File: config.mk
export PLATFORM = sky130hd
export DESIGN_NAME = hash_msg_streamer
export DESIGN_NICKNAME = d
export VERILOG_FILES = /design/src/rtl/hash_msg_streamer.sv
export SDC_FILE = /design/constraint.sdc
export NUM_CORES = 2
export LEC_CHECK = 0
export CORE_AREA = 2 2 313 315
export DETAILED_ROUTE_END_ITERATION = 12
export DIE_AREA = 0 0 315 317
export PLACE_DENSITY = 0.65
export RECOVER_POWER = 25
export SYNTH_ARGS = -nofsm -noshare
export SYNTH_HDL_FRONTEND = slang
export SYNTH_SLANG_ARGS = --single-unit
export TNS_END_PERCENT = 10
File: constraint.sdc
create_clock -name clk -period 30 [get_ports clk]
set_input_delay 3 -clock clk [delete_from_list [all_inputs] [get_ports clk]]
set_output_delay 3 -clock clk [all_outputs]
set_load 0.02 [all_outputs]
File: src/rtl/hash_msg_streamer.sv
// Captures a fresh LFSR nonce, builds {prev_hash, nonce}, SHA-256-pads it to two
// 512-bit blocks and streams the 32 resulting words over a valid/ready interface.
module hash_msg_streamer #(
    parameter int HDR_W    = 256,
    parameter int NONCE_W  = 256,
    parameter int WORD_W   = 32,
    parameter int LEN_BITS = 512
) (
    input  logic               clk,
    input  logic               reset,
    input  logic               start,
    input  logic [HDR_W-1:0]   prev_hash,
    output logic               seq_restart,
    output logic               seq_enable,
    input  logic               seq_done,
    input  logic [NONCE_W-1:0] seq_data,
    output logic [WORD_W-1:0]  w_data,
    output logic               w_valid,
    input  logic               w_ready,
    output logic               w_first,
    output logic               w_last,
    output logic               w_final,
    output logic [NONCE_W-1:0] nonce_out,
    output logic               busy,
    output logic               done
);

    localparam int          MSG_W    = HDR_W + NONCE_W;
    localparam logic [3:0]  LAST_IDX = 4'd15;

    typedef enum logic [2:0] {
        ST_IDLE    = 3'd0,
        ST_RESTART = 3'd1,
        ST_GATHER  = 3'd2,
        ST_BLK0    = 3'd3,
        ST_BLK1    = 3'd4,
        ST_DONE    = 3'd5
    } state_t;

    state_t               state_r;
    logic [3:0]           index_r;
    logic [HDR_W-1:0]     hdr_r;
    logic [MSG_W-1:0]     msg_r;
    logic [NONCE_W-1:0]   nonce_r;
    logic [WORD_W-1:0]    w_data_r;
    logic                 w_valid_r;
    logic                 w_first_r;
    logic                 w_last_r;
    logic                 w_final_r;
    logic                 seq_restart_r;
    logic                 seq_enable_r;
    logic                 busy_r;
    logic                 done_r;
    logic                 xfer_s;
    logic [3:0]           index_inc_s;

    // Word idx of the message block, most significant word first.
    function automatic logic [WORD_W-1:0] msg_word(input logic [MSG_W-1:0] msg,
                                                   input logic [3:0] idx);
        msg_word = msg[MSG_W - WORD_W - WORD_W * int'(idx) +: WORD_W];
    endfunction

    // Padding block: leading 1 bit, zero fill, 64-bit length with upper half in word 14.
    function automatic logic [WORD_W-1:0] pad_word(input logic [3:0] idx);
        case (idx)
            4'd0:    pad_word = 32'h8000_0000;
            4'd15:   pad_word = WORD_W'(LEN_BITS);
            default: pad_word = {WORD_W{1'b0}};
        endcase
    endfunction

    assign xfer_s      = w_valid_r & w_ready;
    assign index_inc_s = index_r + 4'd1;

    // Job sequencer: every output is a register updated alongside the state.
    always_ff @(posedge clk or posedge reset) begin
        if (reset) begin
            state_r       <= ST_IDLE;
            index_r       <= 4'd0;
            hdr_r         <= {HDR_W{1'b0}};
            msg_r         <= {MSG_W{1'b0}};
            nonce_r       <= {NONCE_W{1'b0}};
            w_data_r      <= {WORD_W{1'b0}};
            w_valid_r     <= 1'b0;
            w_first_r     <= 1'b0;
            w_last_r      <= 1'b0;
            w_final_r     <= 1'b0;
            seq_restart_r <= 1'b0;
            seq_enable_r  <= 1'b0;
            busy_r        <= 1'b0;
            done_r        <= 1'b0;
        end else begin
            case (state_r)
                ST_IDLE: begin
                    if (start) begin
                        hdr_r         <= prev_hash;
                        seq_restart_r <= 1'b1;
                        busy_r        <= 1'b1;
                        state_r       <= ST_RESTART;
                    end else begin
                        state_r <= ST_IDLE;
                    end
                end
                ST_RESTART: begin
                    seq_restart_r <= 1'b0;
                    seq_enable_r  <= 1'b1;
                    state_r       <= ST_GATHER;
                end
                ST_GATHER: begin
                    if (seq_done) begin
                        msg_r        <= {hdr_r, seq_data};
                        nonce_r      <= seq_data;
                        index_r      <= 4'd0;
                        seq_enable_r <= 1'b0;
                        w_data_r     <= hdr_r[HDR_W-1 -: WORD_W];
                        w_valid_r    <= 1'b1;
                        w_first_r    <= 1'b1;
                        w_last_r     <= 1'b0;
                        w_final_r    <= 1'b0;
                        state_r      <= ST_BLK0;
                    end else begin
                        state_r <= ST_GATHER;
                    end
                end
                ST_BLK0: begin
                    if (xfer_s && (index_r == LAST_IDX)) begin
                        index_r   <= 4'd0;
                        w_data_r  <= pad_word(4'd0);
                        w_first_r <= 1'b1;
                        w_last_r  <= 1'b0;
                        w_final_r <= 1'b1;
                        state_r   <= ST_BLK1;
                    end else if (xfer_s) begin
                        index_r   <= index_inc_s;
                        w_data_r  <= msg_word(msg_r, index_inc_s);
                        w_first_r <= 1'b0;
                        w_last_r  <= (index_inc_s == LAST_IDX);
                    end else begin
                        state_r <= ST_BLK0;
                    end
                end
                ST_BLK1: begin
                    if (xfer_s && (index_r == LAST_IDX)) begin
                        index_r   <= 4'd0;
                        w_data_r  <= {WORD_W{1'b0}};
                        w_valid_r <= 1'b0;
                        w_first_r <= 1'b0;
                        w_last_r  <= 1'b0;
                        w_final_r <= 1'b0;
                        done_r    <= 1'b1;
                        state_r   <= ST_DONE;
                    end else if (xfer_s) begin
                        index_r   <= index_inc_s;
                        w_data_r  <= pad_word(index_inc_s);
                        w_first_r <= 1'b0;
                        w_last_r  <= (index_inc_s == LAST_IDX);
                    end else begin
                        state_r <= ST_BLK1;
                    end
                end
                ST_DONE: begin
                    // A start arriving here is dropped: no job queueing.
                    done_r  <= 1'b0;
                    busy_r  <= 1'b0;
                    state_r <= ST_IDLE;
                end
                default: begin
                    index_r       <= 4'd0;
                    w_data_r      <= {WORD_W{1'b0}};
                    w_valid_r     <= 1'b0;
                    w_first_r     <= 1'b0;
                    w_last_r      <= 1'b0;
                    w_final_r     <= 1'b0;
                    seq_restart_r <= 1'b0;
                    seq_enable_r  <= 1'b0;
                    busy_r        <= 1'b0;
                    done_r        <= 1'b0;
                    state_r       <= ST_IDLE;
                end
            endcase
        end
    end

    assign seq_restart = seq_restart_r;
    assign seq_enable  = seq_enable_r;
    assign w_data      = w_data_r;
    assign w_valid     = w_valid_r;
    assign w_first     = w_first_r;
    assign w_last      = w_last_r;
    assign w_final     = w_final_r;
    assign nonce_out   = nonce_r;
    assign busy        = busy_r;
    assign done        = done_r;

endmodule

# ---- After elaboration in Yosys (flattened, before gate mapping)
# Index checks and enable logic that the tools add are counted.
dict set report totals {
  regBits 1071
  input_bits 517
}
dict set report classes {
  addsub 2
  n_mux 36
  n_bitwise 7
  n_eq_ne 16
  reduce_logical 22
  shift 1
}
# op count
set ops {}
lappend ops {{$shiftx A512 B10 Y32} 1}
lappend ops {{$mux W32} 5}
lappend ops {{$pmux W32 S4} 1}
lappend ops {{$pmux W32 S2} 1}
lappend ops {{$reduce_or A4 Y1} 5}
lappend ops {{$reduce_and A2 Y1} 8}
lappend ops {{$pmux W3 S5} 1}
lappend ops {{$mux W1} 12}
lappend ops {{$mux W3} 4}
lappend ops {{$mux W4} 3}
lappend ops {{$ne A3 B3 Y1 const B} 4}
lappend ops {{$pmux W4 S3} 1}
lappend ops {{$sub A9 B9 Y10 const A} 1}
lappend ops {{$pmux W1 S3} 3}
lappend ops {{$eq A4 B4 Y1 const B} 2}
lappend ops {{$ne A2 B2 Y1 const B} 4}
lappend ops {{$pmux W1 S4} 2}
lappend ops {{$reduce_and A4 Y1} 2}
lappend ops {{$eq A3 B2 Y1 const B} 2}
lappend ops {{$eq A3 B3 Y1 const B} 2}
lappend ops {{$not A1 Y1} 6}
lappend ops {{$pmux W1 S2} 3}
lappend ops {{$reduce_and A3 Y1} 2}
lappend ops {{$add A4 B1 Y4 const B} 1}
lappend ops {{other kinds (8)} 8}

# ---- Depth between registers and ports, before layout
dict set report depth {
  ltp_word 6
  depth_mapped 13
  ltp_nobuf 6
}

# ---- Worst setup path before layout
# Ideal clock, no wire load.
dict set report synth_timing {
  kind {input -> register}
  startpoint {input seq_done}
  endpoint {register msg_r[170]}
  arrival_ps 4232
  cell_stages 6
  path_slack_ps 25643
  required_ps 29875
  setup_time_ps 125
  cell_sequence {nand2_1 > nor3_1 > buf_2 > buf_2 > buf_2 > mux2_2}
}
dict set report synth_between {
  elab_chain_cells 1
}
# item line
set synth_lines {}
lappend synth_lines {{from (decl)} 15} ;# input logic seq_done,
lappend synth_lines {{$reduce_and A2 Y1 (no source line)} n/a}
lappend synth_lines {{to (signal assigned)} 81} ;# msg_r <= {MSG_W{1'b0}};
lappend synth_lines {{to (signal assigned)} 111} ;# msg_r <= {hdr_r, seq_data};
lappend synth_lines {{to (decl)} 43} ;# logic [MSG_W-1:0] msg_r;
# No other way between the ends.
# A chain may end at the register's enable or synchronous reset.

==> flow_summary.json <==
{
  "outcome": "finished, violations left",
  "violations": "max-capacitance violations, max-slew violations",
  "grt_max_degree": 178,
  "dr.pass1.iters": 5,
  "grt_pass1_vias": 23100,
  "finalMaxSlewViolations": 708,
  "syn_inst": 2314,
  "p_per_area_nw_per_um2": 113,
  "netlist_top_cells_area": "dfrtp_1 56%, mux2_2 23%, mux4_2 9.7%",
  "drc": 0,
  "final_cells": 4219,
  "multi_input_area_sq_um": 13200,
  "critical_path_class": "input pin to async pin",
  "crit_path_end_kind": "async pin",
  "rsz0062_at_grt": "no",
  "setup_viol": 0,
  "hp-class": "register to register",
  "nNetsFinal": 3368,
  "drt_iter0_drc": 1135,
  "die_y_um": 317,
  "cts_tree": "yes",
  "hold-worst-slack_ns": 0.492,
  "p_leak_uw": 0.0193,
  "root_buffer": "clkbuf_16",
  "synth_flop_cell": "dfrtp_1",
  "place_ws_ns": 22.88,
  "num_rows": 114,
  "wl_per_cell_um": 24.7,
  "synth_top_cell_by_area": "dfrtp_1",
  "ctsLongestPathBuffers": 3,
  "crit_arrival_ns": 14.41,
  "overflow": 0,
  "die-area_sq_um": 99900,
  "io_buffers": 812,
  "total_power_uw": 5240,
  "place.gp.congestion": 0.843,
  "start_util": 0.377,
  "yosysMostFrequentCell": "dfrtp_1",
  "antenna_found_initial": 43,
  "via_count": 21500,
  "ant_nets": 0,
  "num_io_pins": 813,
  "clk_pin_slew_ns": 0.06,
  "cts_buffers": 91,
  "grt_pass1_wl_um": 152000,
  "tns_ns": 0,
  "maxCapViolations": 8,
  "cp_max_fo": 177,
  "hold_buffers": 0,
  "area_growth_pct": 28.4,
  "setup_ws_ns": 16.22,
  "num-fill-cells": 8262,
  "dp_cells": 4031,
  "post_cts_buffers": 0,
  "min_period_over_period": 0.459,
  "cts-htree-levels": 3,
  "yosys_warnings": 0,
  "yosys-top-cells-count": "815 x dfrtp_1, 739 x mux2_2, 257 x buf_4, 157 x mux4_2, 116 x buf_2",
  "drt-vias-per-instance": 5.09,
  "required_ns": 30.63,
  "synth_cell_types": 43,
  "ys_ff_latch": 815,
  "ir_worst_vdd_mv": 0.0669,
  "worstSkewPairLatency_ns": 0.65,
  "die_w_um": 315,
  "maxClockFrequency_mhz": 72.6,
  "worstHoldPathCells": 1,
  "dp_hpwl_um": 74100,
  "drive_gt1_frac": 0.361,
  "hold_viol_final": 0,
  "r2r_cells": 5,
  "synth_area_sq_um": 36300,
  "cts.sinks": 815,
  "ys_async_sr_fraction": 1.00,
  "syn_nets": 2834,
  "start_kind": "input pin",
  "worstMarginPinSlew_ns": 9.65,
  "yosysTopAreaCellShare": 0.562,
  "slew_headroom": -5.43,
  "yosysSeqAreaShare": 0.562,
  "synth_edf_count": 0,
  "cts_resized": 0,
  "syn_area_per_cell_sq_um": 15.7,
  "core_sq_um": 96300,
  "finClkSkew_ns": 0.0165,
  "final-seq-area_sq_um": 20400,
  "routed_wl_um": 104000,
  "fin_crit_ns": 13.78,
  "track_usage": 0.205
}
==> stage by stage <==
stage | area, sq um | utilization
after floorplan | 36300 | -
after global placement | 43700 | 0.454
after detailed placement | 43700 | 0.454
after CTS | 46600 | 0.484
after global routing | 46600 | 0.484
final | 46600 | 0.484
==> cells in the final DEF (no fill, tap or decap), types with 5 or more instances in the layout <==
cell type        count
dfrtp_1            814
clkdlybuf4s50_1    808
mux2_2             739
mux4_2             157
clkbuf_16           91
clkbuf_1            37
mux2_1              33
inv_1               24
diode_2             22
a22oi_1             22
o21ai_1             21
clkbuf_8            20
nand2_1             17
clkinv_2            12
buf_4               12
a21oi_1             11
a21o_1              11
o21ai_0             10
a22o_1              10
nor2_1               8
clkinvlp_4           5
==> worst max-delay path: stages <==
cell and delay (ns):
dlygate4sd3_1 0.54, clkinvlp_2 2.74, clkbuf_1 5.70, buf_4 1.40
buf_12 0.74
==> state kept, by name, summed over array words and instances, names as in the netlist, 3 cells and up <==
register,cells
msg_r,512
hdr_r,256
w_data,32
index_r,4
state_r,3
==> power breakdown <==
group | leakage, uW | switching [uW] | internal (uW)
registers | 0.00996 | 312 | 1530
logic | 0.00788 | 1070 | 1260
clock network | 0.00141 | 447 | 636
==> path summary, 6_finish.rpt <==
path	start	endpoint	slack, ns
max	reset	msg_r[178]$_DFFE_PP0P_	16.22
min	hdr_r[168]$_DFFE_PP0P_	msg_r[424]$_DFFE_PP0P_	0.49
max reg2reg	state_r[1]$_DFFE_PP0P_	msg_r[362]$_DFFE_PP0P_	20.11
min reg2reg	hdr_r[168]$_DFFE_PP0P_	msg_r[424]$_DFFE_PP0P_	0.49
max in group clk	seq_done	msg_r[362]$_DFFE_PP0P_	17.74
min in group asynchronous	reset	hdr_r[35]$_DFFE_PP0P_	4.31
==> area by class of cell <==
class / count / share of cell area
Clock inverter: 24 / 0.00478
Tap cell: 1276 / 0.0343
Multi-Input combinational cell: 1081 / 0.284
Antenna cell: 22 / 0.00118
Sequential cell: 815 / 0.438
Clock buffer: 142 / 0.0573
Timing Repair Buffer: 834 / 0.179
Inverter: 25 / 0.00204
==> logic make-up (layout without fill, tap and decap cells) <==
logic type	count (synthesis)	in the layout	synth area share
other	0	22	0
buffers and inverters	418	1025	0.0746
flip-flops	815	815	0.562
AND/OR/NAND/NOR	47	47	0.00645
XOR/XNOR	3	3	0.000931
AO/OA/AOI/OAI	97	97	0.0176
multiplexers	931	931	0.337
adder cells (fa/ha/maj)	3	3	0.00103
==> layer usage <==
| layer | part of all wire | GRT usage | wire, um | up-vias |
|---|---|---|---|---|
| li1 | - | - | - | 9257 |
| met1 | 0.41 | 0.266 | 42800 | 11400 |
| met2 | 0.49 | 0.330 | 51100 | 642 |
| met3 | 0.069 | 0.0597 | 7230 | 186 |
| met4 | 0.029 | 0.0727 | 2980 | 28 |
| met5 | 0.0016 | 0 | 167 | - |
Note: power is estimated with default switching activity, not from simulation.
